**config.mk**
```make
export PLATFORM = sky130hd
export DESIGN_NAME = comp_edge_capture
export DESIGN_NICKNAME = d
export VERILOG_FILES = /design/src/rtl/comp_edge_capture.sv
export SDC_FILE = /design/constraint.sdc
export NUM_CORES = 1
export LEC_CHECK = 0
export CORE_AREA = 2 2 112 114
export CTS_CLUSTER_SIZE = 28
export DETAILED_ROUTE_END_ITERATION = 12
export DIE_AREA = 0 0 114 116
export GPL_ROUTABILITY_DRIVEN = 0
export PLACE_DENSITY_LB_ADDON = 0.05
export SYNTH_ARGS = -nofsm -noshare
export SYNTH_HDL_FRONTEND = slang
export SYNTH_SLANG_ARGS = --single-unit
```
**constraint.sdc**
```tcl
create_clock -name wb_clk_i -period 2 [get_ports wb_clk_i]
set_input_delay 0.3 -clock wb_clk_i [delete_from_list [all_inputs] [get_ports wb_clk_i]]
set_output_delay 0.3 -clock wb_clk_i [all_outputs]
set_load 0.01 [all_outputs]
```
**src/rtl/comp_edge_capture.sv**
```systemverilog
// comp_edge_capture: filtered comparator edge counter / period meter with Wishbone registers and IRQ
module comp_edge_capture #(
    parameter int FILT_LEN = 4,
    parameter int CNT_W    = 16,
    parameter int PER_W    = 24
) (
    input  logic        wb_clk_i,
    input  logic        wb_rst_ni,
    input  logic        comp_in,
    input  logic        wbs_cyc_i,
    input  logic        wbs_stb_i,
    input  logic        wbs_we_i,
    input  logic [3:0]  wbs_sel_i,
    input  logic [31:0] wbs_adr_i,
    input  logic [31:0] wbs_dat_i,
    output logic        wbs_ack_o,
    output logic [31:0] wbs_dat_o,
    output logic        irq_o,
    output logic        comp_level_o
);
    logic s1, s2, en, en_d, rise_ie, fall_ie, rise_pend, fall_pend, armed, per_valid;
    logic [3:0] fcnt;
    logic [CNT_W-1:0] rise_cnt, fall_cnt;
    logic [PER_W-1:0] per_cnt, period;
    logic [2:0] adr;
    logic [31:0] rdata;
    logic req, wr, clr, w1c_rise, w1c_fall, active, en_rise, hit, rise_ev, fall_ev;
    logic unused;

    assign unused = ^{wbs_adr_i[31:5], wbs_adr_i[1:0], wbs_sel_i[3:1], wbs_dat_i[31:4]};

    always_comb begin
        adr      = wbs_adr_i[4:2];
        req      = wbs_cyc_i & wbs_stb_i & ~wbs_ack_o;
        // every register field lives in byte lane 0
        wr       = wbs_ack_o & wbs_cyc_i & wbs_stb_i & wbs_we_i & wbs_sel_i[0];
        clr      = wr && adr == 3'd0 && wbs_dat_i[3];
        w1c_rise = wr && adr == 3'd1 && wbs_dat_i[1];
        w1c_fall = wr && adr == 3'd1 && wbs_dat_i[2];
        active   = en & en_d;
        en_rise  = en & ~en_d;
        hit      = active && (s2 != comp_level_o) && fcnt == 4'(FILT_LEN - 1);
        rise_ev  = hit & s2;
        fall_ev  = hit & ~s2;
        rdata    = adr == 3'd0 ? {29'd0, fall_ie, rise_ie, en} :
                   adr == 3'd1 ? {27'd0, per_valid, armed, fall_pend, rise_pend, comp_level_o} :
                   adr == 3'd2 ? 32'(rise_cnt) :
                   adr == 3'd3 ? 32'(fall_cnt) :
                   adr == 3'd4 ? 32'(period) : 32'd0;
    end

    always_ff @(posedge wb_clk_i) begin
        if (!wb_rst_ni) begin
            {s1, s2, en, en_d, rise_ie, fall_ie, rise_pend, fall_pend, armed, per_valid} <= '0;
            fcnt         <= '0;
            rise_cnt     <= '0;
            fall_cnt     <= '0;
            per_cnt      <= '0;
            period       <= '0;
            wbs_ack_o    <= 1'b0;
            wbs_dat_o    <= '0;
            irq_o        <= 1'b0;
            comp_level_o <= 1'b0;
        end else begin
            s1        <= comp_in;
            s2        <= s1;
            en_d      <= en;
            wbs_ack_o <= req;
            wbs_dat_o <= (req && !wbs_we_i) ? rdata : 32'd0;
            irq_o     <= (rise_pend & rise_ie) | (fall_pend & fall_ie);
            if (wr && adr == 3'd0)
                {fall_ie, rise_ie, en} <= wbs_dat_i[2:0];
            // enabling adopts the current level silently so no edge is fabricated
            if (en_rise) begin
                comp_level_o <= s2;
                fcnt         <= '0;
            end else if (active) begin
                if (s2 == comp_level_o || hit)
                    fcnt <= '0;
                else
                    fcnt <= fcnt + 4'd1;
                if (hit)
                    comp_level_o <= s2;
            end
            rise_pend <= rise_ev | (rise_pend & ~w1c_rise);
            fall_pend <= fall_ev | (fall_pend & ~w1c_fall);
            if (clr)
                rise_cnt <= '0;
            else if (rise_ev && !(&rise_cnt))
                rise_cnt <= rise_cnt + CNT_W'(1);
            if (clr)
                fall_cnt <= '0;
            else if (fall_ev && !(&fall_cnt))
                fall_cnt <= fall_cnt + CNT_W'(1);
            if (clr) begin
                per_cnt   <= '0;
                armed     <= 1'b0;
                per_valid <= 1'b0;
                period    <= '0;
            end else if (en_rise) begin
                per_cnt <= '0;
                armed   <= 1'b0;
            end else if (rise_ev) begin
                per_cnt <= PER_W'(1);
                armed   <= 1'b1;
                if (armed) begin
                    period    <= per_cnt;
                    per_valid <= 1'b1;
                end
            end else if (armed && active && !(&per_cnt)) begin
                per_cnt <= per_cnt + PER_W'(1);
            end
        end
    end
endmodule

```
# After elaboration in Yosys (flattened, before gate mapping)
# Index checks and enable logic that the tools add are counted.
[word_totals]
regBits = 129
inputBits = 74
output_inout_bits = 35
word_cells = 107
[op_classes]
n_addsub = 4
eq_ne = 7
mux = 11
bitwise_logic = 26
reduce_logical = 35
[ops]
columns = ["op", "count"]
rows = [
  ["16-bit two-way mux", 3],
  ["16-bit by 1-bit adder with 16-bit output, second input constant", 2],
  ["16-bit AND reduction", 2],
  ["24-bit by 1-bit adder with 24-bit output, second input constant", 1],
  ["24-bit AND reduction", 1],
  ["1-bit AND", 14],
  ["1-bit logical AND", 12],
  ["1-bit NOT", 9],
  ["4-bit OR reduction", 2],
  ["7-bit OR reduction", 1],
  ["3-bit by 2-bit equality test with 1-bit output, second input constant", 2],
  ["2-bit nonzero test", 3],
  ["3-bit OR reduction", 2],
  ["6-bit OR reduction", 1],
  ["1-bit two-way mux", 5],
  ["5-bit two-way mux", 1],
  ["4-bit by 1-bit adder with 4-bit output, second input constant", 1],
  ["4-bit by 2-bit equality test with 1-bit output, second input constant", 1],
  ["1-bit logical NOT", 4],
  ["4-bit two-way mux", 1],
  ["2-bit AND reduction", 2],
  ["2-bit OR reduction", 2],
  ["3-bit by 1-bit equality test with 1-bit output, second input constant", 1],
  ["3-bit equality test, second input constant", 1],
  ["other kinds (7)", 9],
]

# Depth between registers and ports, before layout
# Gate-level depths: netlist of the first run.
[logic_depth]
depth_word = 9
ltp_mapped = 9
ltp_nobuf = 6

# Least setup slack after synthesis of the first run
# OpenSTA, ideal clock, no wires.
[synth_path]
path_type = "flip-flop to flip-flop"
from = "register fcnt[0]"
to = "register per_cnt[10]"
setup_ns = 0.128
arrival_time_ns = 1.840
t_required_ns = 1.872
path_slack_ns = 0.032
path_stages_with_launch = 10
path_buffers = 4
synth_period_minus_slack_ns = 1.968
path_cell_list = "dfxtp_1 -> ha_1 -> nand4bb_1 -> clkbuf_1 -> or2_2 -> buf_4 -> nand3b_1 -> buf_2 -> buf_1 -> nor2_1"
[synth_via]
elab_chain_cells = 4
[synth_lines]
columns = ["element", "line", "text"]
rows = [
  ["from (decl)", "22", "logic [3:0] fcnt;"],
  ["from (signal assigned)", "81", "fcnt <= fcnt + 4'd1;"],
  ["4-bit by 2-bit equality test with 1-bit output", "42", "hit = active && (s2 != comp_level_o) && fcnt == 4'(FILT_LEN - 1);"],
  ["1-bit logical AND", "42", ""],
  ["1-bit AND", "43", "rise_ev = hit & s2;"],
  ["4-bit OR reduction (no line)", "n/a", ""],
  ["to (signal assigned)", "111", "per_cnt <= per_cnt + PER_W'(1);"],
  ["to (decl)", "24", "logic [PER_W-1:0] per_cnt, period;"],
]
# No other way between the ends.
# A chain may end at the register's enable or synchronous reset.

# Final worst setup path of the first run
[layout_path]
from = "register fcnt[0]"
to = "register rise_cnt[8]"
[layout_via]
elab_chain_cells = 4
[layout_lines]
columns = ["element", "line", "text"]
rows = [
  ["4-bit by 2-bit equality test with 1-bit output", "42", ""],
  ["1-bit logical AND", "42", ""],
  ["1-bit AND", "43", ""],
  ["1-bit logical AND", "89", "else if (rise_ev && !(&rise_cnt))"],
  ["to (signal assigned)", "90", "rise_cnt <= rise_cnt + CNT_W'(1);"],
  ["to (decl)", "23", "logic [CNT_W-1:0] rise_cnt, fall_cnt;"],
]
# No other way between the ends.

==> impl_metrics.csv, run 1 <==
group,metric,value,unit
synthesis,ys_seq_area_frac,0.451,
timing,rsz0062_at_grt,"true",
cells_and_area,diodes,0,
cells_and_area,drive_gt1_frac,0.188,
synthesis,ys_async_sr_fraction,0,
die,die_w,114,µm
synthesis,yosysMostFrequentCell,"dfxtp_1",
global_route,grt_pass1_wl,22100,µm
timing,hold_violations,0,
hold_path,min_path_type,"flip-flop to flip-flop",
synthesis,synth-edff-count,0,
synthesis,ys_top_cells_by_area,"dfxtp_1, nor2_1, nand2_1",
worst_setup_path,slowest_stage,"or4_4",
worst_setup_path,r2r_end,"rise_cnt[8]",
cts,ctsHoldBuffers,0,
cts,tritoncts,"built",
worst_setup_path,cp_cell_sequence,"ha_2 -> nand4bb_4 -> or4_4 -> nor3_1 -> xnor2_1 -> nor2_1",
global_route,grt_antenna_before_repair,0,
worst_setup_path,cp_num_buf_inv,0,
synthesis,ys.flop_type,"dfxtp_1",
worst_setup_path,critPathKind,"flip-flop to flip-flop",
worst_setup_path,critPathLaunch,"fcnt[0]",
die,coreArea,11900,µm²
run,drv_cap,0,
cts,cts-htree-levels,4,
hold_path,hold_depth,1,
timing,setup_viol,0,
timing,fin_skew,0.00900,ns
hold_path,hold_start,"s1",
worst_setup_path,crit_arrival,2.21,ns
outcome,status,"finished clean",
synthesis,synth_area,5370,µm²
die,die-height,116,µm
worst_setup_path,critPathTopFamily,"simple AND/OR/NAND/NOR gates",
global_route,grt_use_total,0.213,
drt,drcViolationCount,0,
worst_setup_path,r2r_setup_slack,0.09,ns
cells_and_area,layout.nets,818,
cells_and_area,multi_input_area,2870,µm²
placed_design,dp.cells,860,
synthesis,synth.distinct_cells,51,
drt,dr_total_vias,4775,
worst_setup_path,slowest_delay,0.62,ns
worst_setup_path,r2r-start,"fcnt[0]",
cells_and_area,seq_area,2420,µm²
synthesis,yosysWarnings,0,
worst_setup_path,critPathMaxFanout,5,
power,p_leak,2.59,nW
cells_and_area,fin_cells,899,
synthesis,avgSynthCellArea,8.48,µm²
global_route,overflow,0,
worst_setup_path,endpoint_kind,"flip-flop",
placed_design,port_buffers,40,
worst_setup_path,critPathRequiredTime,2.30,ns
cts,cts_buffers,17,
cts,clk_pin_slew,0.05,ns
synthesis,synth.largest_area_cell,"dfxtp_1",
synthesis,yosys-top-cells-count,"dfxtp_1, nor2_1, nand2_1",
drt,drt_wl_total,13500,µm
worst_setup_path,r2r_cells,6,
drt,wl_per_cell,15.0,µm
worst_setup_path,cp-start-kind,"flip-flop",
synthesis,synthDominantCellAreaShare,0.451,
drt,drt_iter0_markers,393,
global_route,grt_max_degree,33,
cells_and_area,n_fill_cell,1032,
drt,ant_nets,0,
cts,root_buffer,"clkbuf_16",
cts,cts_max_path_buffers,2,
die,start_util,0.451,
global_route,grt_pass1_vias,4542,
die,fp.dieArea,13200,µm²
power,vdd_ir_drop_max,0.490,mV
cells_and_area,syn_to_final_growth,33.3,%
timing,period_share,0.956,
synthesis,synthCells,633,
cts,clkSinkCount,121,
drt,viasPerCell,5.31,
placed_design,place_hpwl,9310,µm
cts,insertion_delay,0.42,ns
die,rows,40,
timing,layout_min_cycle_time,1.91,ns
drt,dr.pass1.iters,5,
timing,max_freq,523,MHz
power,p_total,0.00572,W
power,power.density,799,nW/µm²
timing,finalMaxSlewViolations,0,
die,pin_count,109,
hold_path,min_to,"s2",
synthesis,synth_seq_cells,121,
-- power by group --
group | switching, W | internal [W]
Combinational | 0.0000887 | 0.0000800
Sequential | 0.00000206 | 0.00242
Clock | 0.00103 | 0.00210
Total | 0.00112 | 0.00459
-- metal layers --
| layer | GRT usage | up-vias | share of wire |
|---|---|---|---|
| met5 | 0 | - | 0 |
| met4 | 0.0846 | 0 | 0.020 |
| met3 | 0.0533 | 23 | 0.046 |
| met2 | 0.336 | 116 | 0.45 |
| li1 | - | 2416 | - |
| met1 | 0.282 | 2220 | 0.48 |
-- how the worst max path moves through the flow --
stage	end	slack [ns]	depth (start not counted)
2_1_floorplan	per_cnt[10]	0.03	9
3_3_place_gp	per_cnt[0]	-0.16	7
3_5_place_dp	fall_cnt[9]	-0.16	6
4_1_cts	fall_cnt[15]	-0.002	6
5_1_grt	fall_cnt[13]	-0.01	6
6_report	rise_cnt[8]	0.09	6
-- flip-flops by register name, summed over array words and instances (netlist names) --
| name | count |
|---|---|
| per_valid | 1 |
| fall_cnt | 16 |
| fall_pend | 1 |
| comp_level_o | 1 |
| s2 | 1 |
| en_d | 1 |
| wbs_dat_o | 24 |
| s1 | 1 |
| fall_ie | 1 |
| per_cnt | 24 |
| irq_o | 1 |
| period | 24 |
| armed | 1 |
| rise_pend | 1 |
| wbs_ack_o | 1 |
| rise_ie | 1 |
| en | 1 |
| fcnt | 4 |
| rise_cnt | 16 |
-- per-stage QoR --
step / hold slack, ns / setup TNS [ns] / setup WS (ns) / util / cell area [µm²]
2_1_floorplan: 0.412 / 0 / 0.0324 / - / 5390
3_3_place_gp: 0.423 / -6.65 / -0.163 / 0.535 / 6380
6_report: 0.442 / 0 / 0.0876 / 0.601 / 7150
4_1_cts: 0.446 / -0.00245 / -0.00245 / 0.589 / 7020
3_5_place_dp: 0.430 / -6.90 / -0.159 / 0.535 / 6380
5_1_grt: 0.464 / -0.0324 / -0.0144 / 0.601 / 7150
-- cell usage in the layout (no fill, tap or decap), types with 4 or more instances in the layout --
master | netlist | routed
clkbuf_16 | 0 | 18
o21ai_0 | 17 | 15
conb_1 | 1 | 8
nand3b_1 | 5 | 5
xnor2_1 | 23 | 23
bufinv_16 | 0 | 4
nor2_1 | 84 | 84
clkbuf_1 | 20 | 4
clkinv_2 | 0 | 4
a211oi_2 | 0 | 4
nand2b_1 | 6 | 6
nand2_1 | 82 | 82
and3_1 | 7 | 7
or4_1 | 9 | 5
inv_1 | 4 | 4
o211ai_1 | 9 | 9
nor2b_1 | 6 | 6
nor3_1 | 7 | 7
dfxtp_1 | 121 | 120
mux2i_1 | 19 | 19
a21oi_1 | 55 | 55
nor3b_1 | 4 | 4
buf_4 | 9 | 73
clkdlybuf4s50_1 | 0 | 40
nand4_1 | 14 | 14
and2_1 | 13 | 13
nand3_1 | 28 | 28
or3_1 | 10 | 10
xor2_1 | 15 | 15
nor4_1 | 8 | 5
or4_4 | 0 | 4
-- timing repair --
action / 4_1_cts / 5_1_grt
endpoints found under the setup margin: 30 / 34
gates resized for setup: 6 / 17
pin swaps: 0 / 4
gates cloned: 0 / 1
buffers inserted: 0 / 7
-- kinds of logic after synthesis --
logic type,after synthesis,share of synthesized area
compound gates,103,0.112
xor+xnor,38,0.0620
fa+ha+maj,4,0.00933
buf+inv,42,0.0368
flops,121,0.451
mux,23,0.0480
other cells,1,0.000699
simple gates,301,0.280
-- area by class of cell --
cell class | instances | area share
Clock inverter | 9 | 0.0206
Clock buffer | 22 | 0.0635
Inverter | 4 | 0.00210
Sequential cell | 121 | 0.339
Timing Repair Buffer | 119 | 0.148
Multi-Input combinational cell | 477 | 0.402
Tap cell | 147 | 0.0257
Power figures use the tool's default switching activity.
==> run 2, diff against run 1 <==
--- a/config.mk
+++ b/config.mk
@@ -5,10 +5,11 @@
 export SDC_FILE = /design/constraint.sdc
 export NUM_CORES = 1
 export LEC_CHECK = 0
-export CORE_AREA = 2 2 112 114
-export CTS_CLUSTER_SIZE = 28
+export CORE_AREA = 2 2 107 109
+export CTS_CLUSTER_SIZE = 12
 export DETAILED_ROUTE_END_ITERATION = 12
-export DIE_AREA = 0 0 114 116
+export DIE_AREA = 0 0 109 111
+export DONT_BUFFER_PORTS = 1
 export GPL_ROUTABILITY_DRIVEN = 0
 export PLACE_DENSITY_LB_ADDON = 0.05
 export SYNTH_ARGS = -nofsm -noshare
==> run 2 against run 1 <==
Compared with the run above:
- via count shrank 3.5%
- clock power grew 7.7%
- sequential power is essentially flat
- power grew 2.9%
- non-clock buffer count shrank 54
- design area shrank 6.7%
- routed wire length shrank 5.1%
- final cell count shrank 6.5%
- clock skew is essentially flat
- setup slack gained 0.012 ns
- die area shrank 8.5%
- worst hold slack lost 0.42 ns
- critical path type unchanged
- critical endpoint is now rise_cnt[11]
- largest cell class unchanged
==> impl_metrics.csv, run 2 (synthesis gave the netlist of run 1 again) <==
group,metric,value,unit
cells_and_area,utilization,0.603,
hold_path,min_path_type,"primary input to flip-flop",
global_route,grt_pass1_vias,4355,
die,start_util,0.484,
timing,period_share,0.950,
worst_setup_path,cp-start-kind,"flip-flop",
cts,cts_max_path_buffers,2,
worst_setup_path,cp.depth,9,
cells_and_area,final_common_cell,"dfxtp_1",
timing,max_freq,526,MHz
drt,drt_wl_total,12800,µm
cells_and_area,syn_to_final_growth,24.4,%
drt,drt_iter0_markers,265,
hold_path,hold_depth,1,
timing,tns,0,ns
power,p_total,0.00588,W
cells_and_area,layout.nets,764,
cts,root_buffer,"clkbuf_16",
timing,hold_slack,0.0166,ns
timing,finalMaxSlewViolations,0,
worst_setup_path,cp_cell_sequence,"ha_2 -> nand4bb_1 -> buf_6 -> buf_4 -> nor4_4 -> buf_4 -> and4bb_2 -> xnor2_2 -> nor2_1",
worst_setup_path,cp_num_buf_inv,3,
worst_setup_path,critPathRequiredTime,2.30,ns
cts,cts_buffers,17,
global_route,grt_max_degree,54,
power,p_leak,2.40,nW
timing,hold_violations,0,
timing,worst_slew_pin_slew,0.978,ns
power,swShare,0.190,
die,coreArea,11100,µm²
global_route,grt_antenna_before_repair,0,
die,fp.dieArea,12100,µm²
timing,relSlewSlack,0.346,
outcome,status,"finished clean",
power,vdd_ir_drop_max,0.636,mV
power,seqPwrFrac,0.411,
die,rows,39,
worst_setup_path,slowest_stage,"dfxtp_2",
drt,dr_total_vias,4610,
cells_and_area,reg.largest.list,"per_cnt x24, period x24, wbs_dat_o x24",
power,p_switching,0.00112,W
worst_setup_path,r2r_cells,9,
drt,drcViolationCount,0,
die,die_w,109,µm
worst_setup_path,slowest_delay,0.33,ns
timing,setup_viol,0,
cts,cts-htree-levels,4,
run,drv_cap,0,
global_route,overflow,0,
die,pin_count,109,
cts,insertion_delay,0.42,ns
worst_setup_path,crit_arrival,2.20,ns
placed_design,postPlaceCellArea,5890,µm²
worst_setup_path,critPathTopFamily,"simple AND/OR/NAND/NOR gates",
die,die-height,111,µm
power,power.density,881,nW/µm²
drt,ant_nets,0,
worst_setup_path,endpoint_kind,"flip-flop",
cts,tritoncts,"built",
power,comb_power_share,0.017,
power,pwr-share-clk,0.572,
worst_setup_path,crit_path_frequent_cell,"buf_4",
cts,clk_pin_slew,0.06,ns
placed_design,port_buffers,0,
cells_and_area,final_cell_area,6670,µm²
drt,dr.pass1.iters,4,
global_route,grt_pass1_wl,21200,µm
power,internal_power,0.00476,W
cells_and_area,final_cell_mix,"dfxtp_1, nor2_1, nand2_1",
drt,wl_per_cell,15.2,µm
cells_and_area,drive_gt1_frac,0.188,
worst_setup_path,critPathKind,"flip-flop to flip-flop",
worst_setup_path,critPathMaxFanout,6,
cts,clkSinkCount,121,
global_route,grt_use_total,0.225,
timing,layout_min_cycle_time,1.90,ns
cells_and_area,diodes,0,
placed_design,place_hpwl,9000,µm
timing,fin_skew,0.00919,ns
drt,viasPerCell,5.48,
-- run 2: cell count changes in the layout (fill, tap and decap cells not counted), sizes merged --
cell | previous run | this run
buf | 78 | 63
dlygate4sd3 | 0 | 2
clkdlybuf4s50 | 40 | 0
clkbuf | 23 | 25
clkinv | 4 | 1
-- run 2: cell type report --
class	count	area (µm²)
fillers	964	4400
multi-input cells	477	2880
flip-flops and latches	121	2420
clock buffers	25	526
repair buffers	65	522
well taps	143	179
clock inverters	6	133
inverters	4	15.0
-- run 2: per-stage QoR --
stage | worst slack [ns] | cells
5_1_grt | -0.00978 | 841
3_5_place_dp | -0.0663 | 807
6_report | 0.0993 | 841
3_3_place_gp | -0.0530 | 807
4_1_cts | 0.0132 | 839
2_1_floorplan | 0.0324 | 640
-- run 2: power groups by stage --
| stage | logic, W | clock network, W | registers [W] |
|---|---|---|---|
| global route | 0.000105 | 0.00352 | 0.00242 |
| detailed placement | 0.0000934 | 0 | 0.00247 |
| global placement | 0.0000917 | 0 | 0.00247 |
| CTS | 0.0000955 | 0.00341 | 0.00242 |
| floorplan | 0.0000869 | 0 | 0.00247 |
| finish | 0.0000975 | 0.00337 | 0.00242 |
-- run 2: what timing repair did --
action                                 in CTS  in global routing
gates resized for setup                     6                 17
hold buffers                                1                  1
setup endpoints to repair                   7                 36
pin swaps                                   0                  4
buffers inserted                            0                  1
endpoints found under the hold margin       2                  1
gates cloned                                0                  0
-- run 2: per-layer routing --
metal  share of wire  track usage  wire, µm
met3           0.060       0.0623       774
met4           0.020       0.0932       258
met1            0.48        0.319      6200
met5               0            0         0
met2            0.44        0.321      5570
-- run 2: path summary, 6_finish.rpt --
kind / endpoint / startpoint / slack [ns]
worst max-delay path: rise_cnt[11] / fcnt[1] / 0.1
worst min-delay path: s1 / wb_rst_ni / 0.02
worst max register to register: rise_cnt[11] / fcnt[1] / 0.1
worst min register to register: s2 / s1 / 0.44
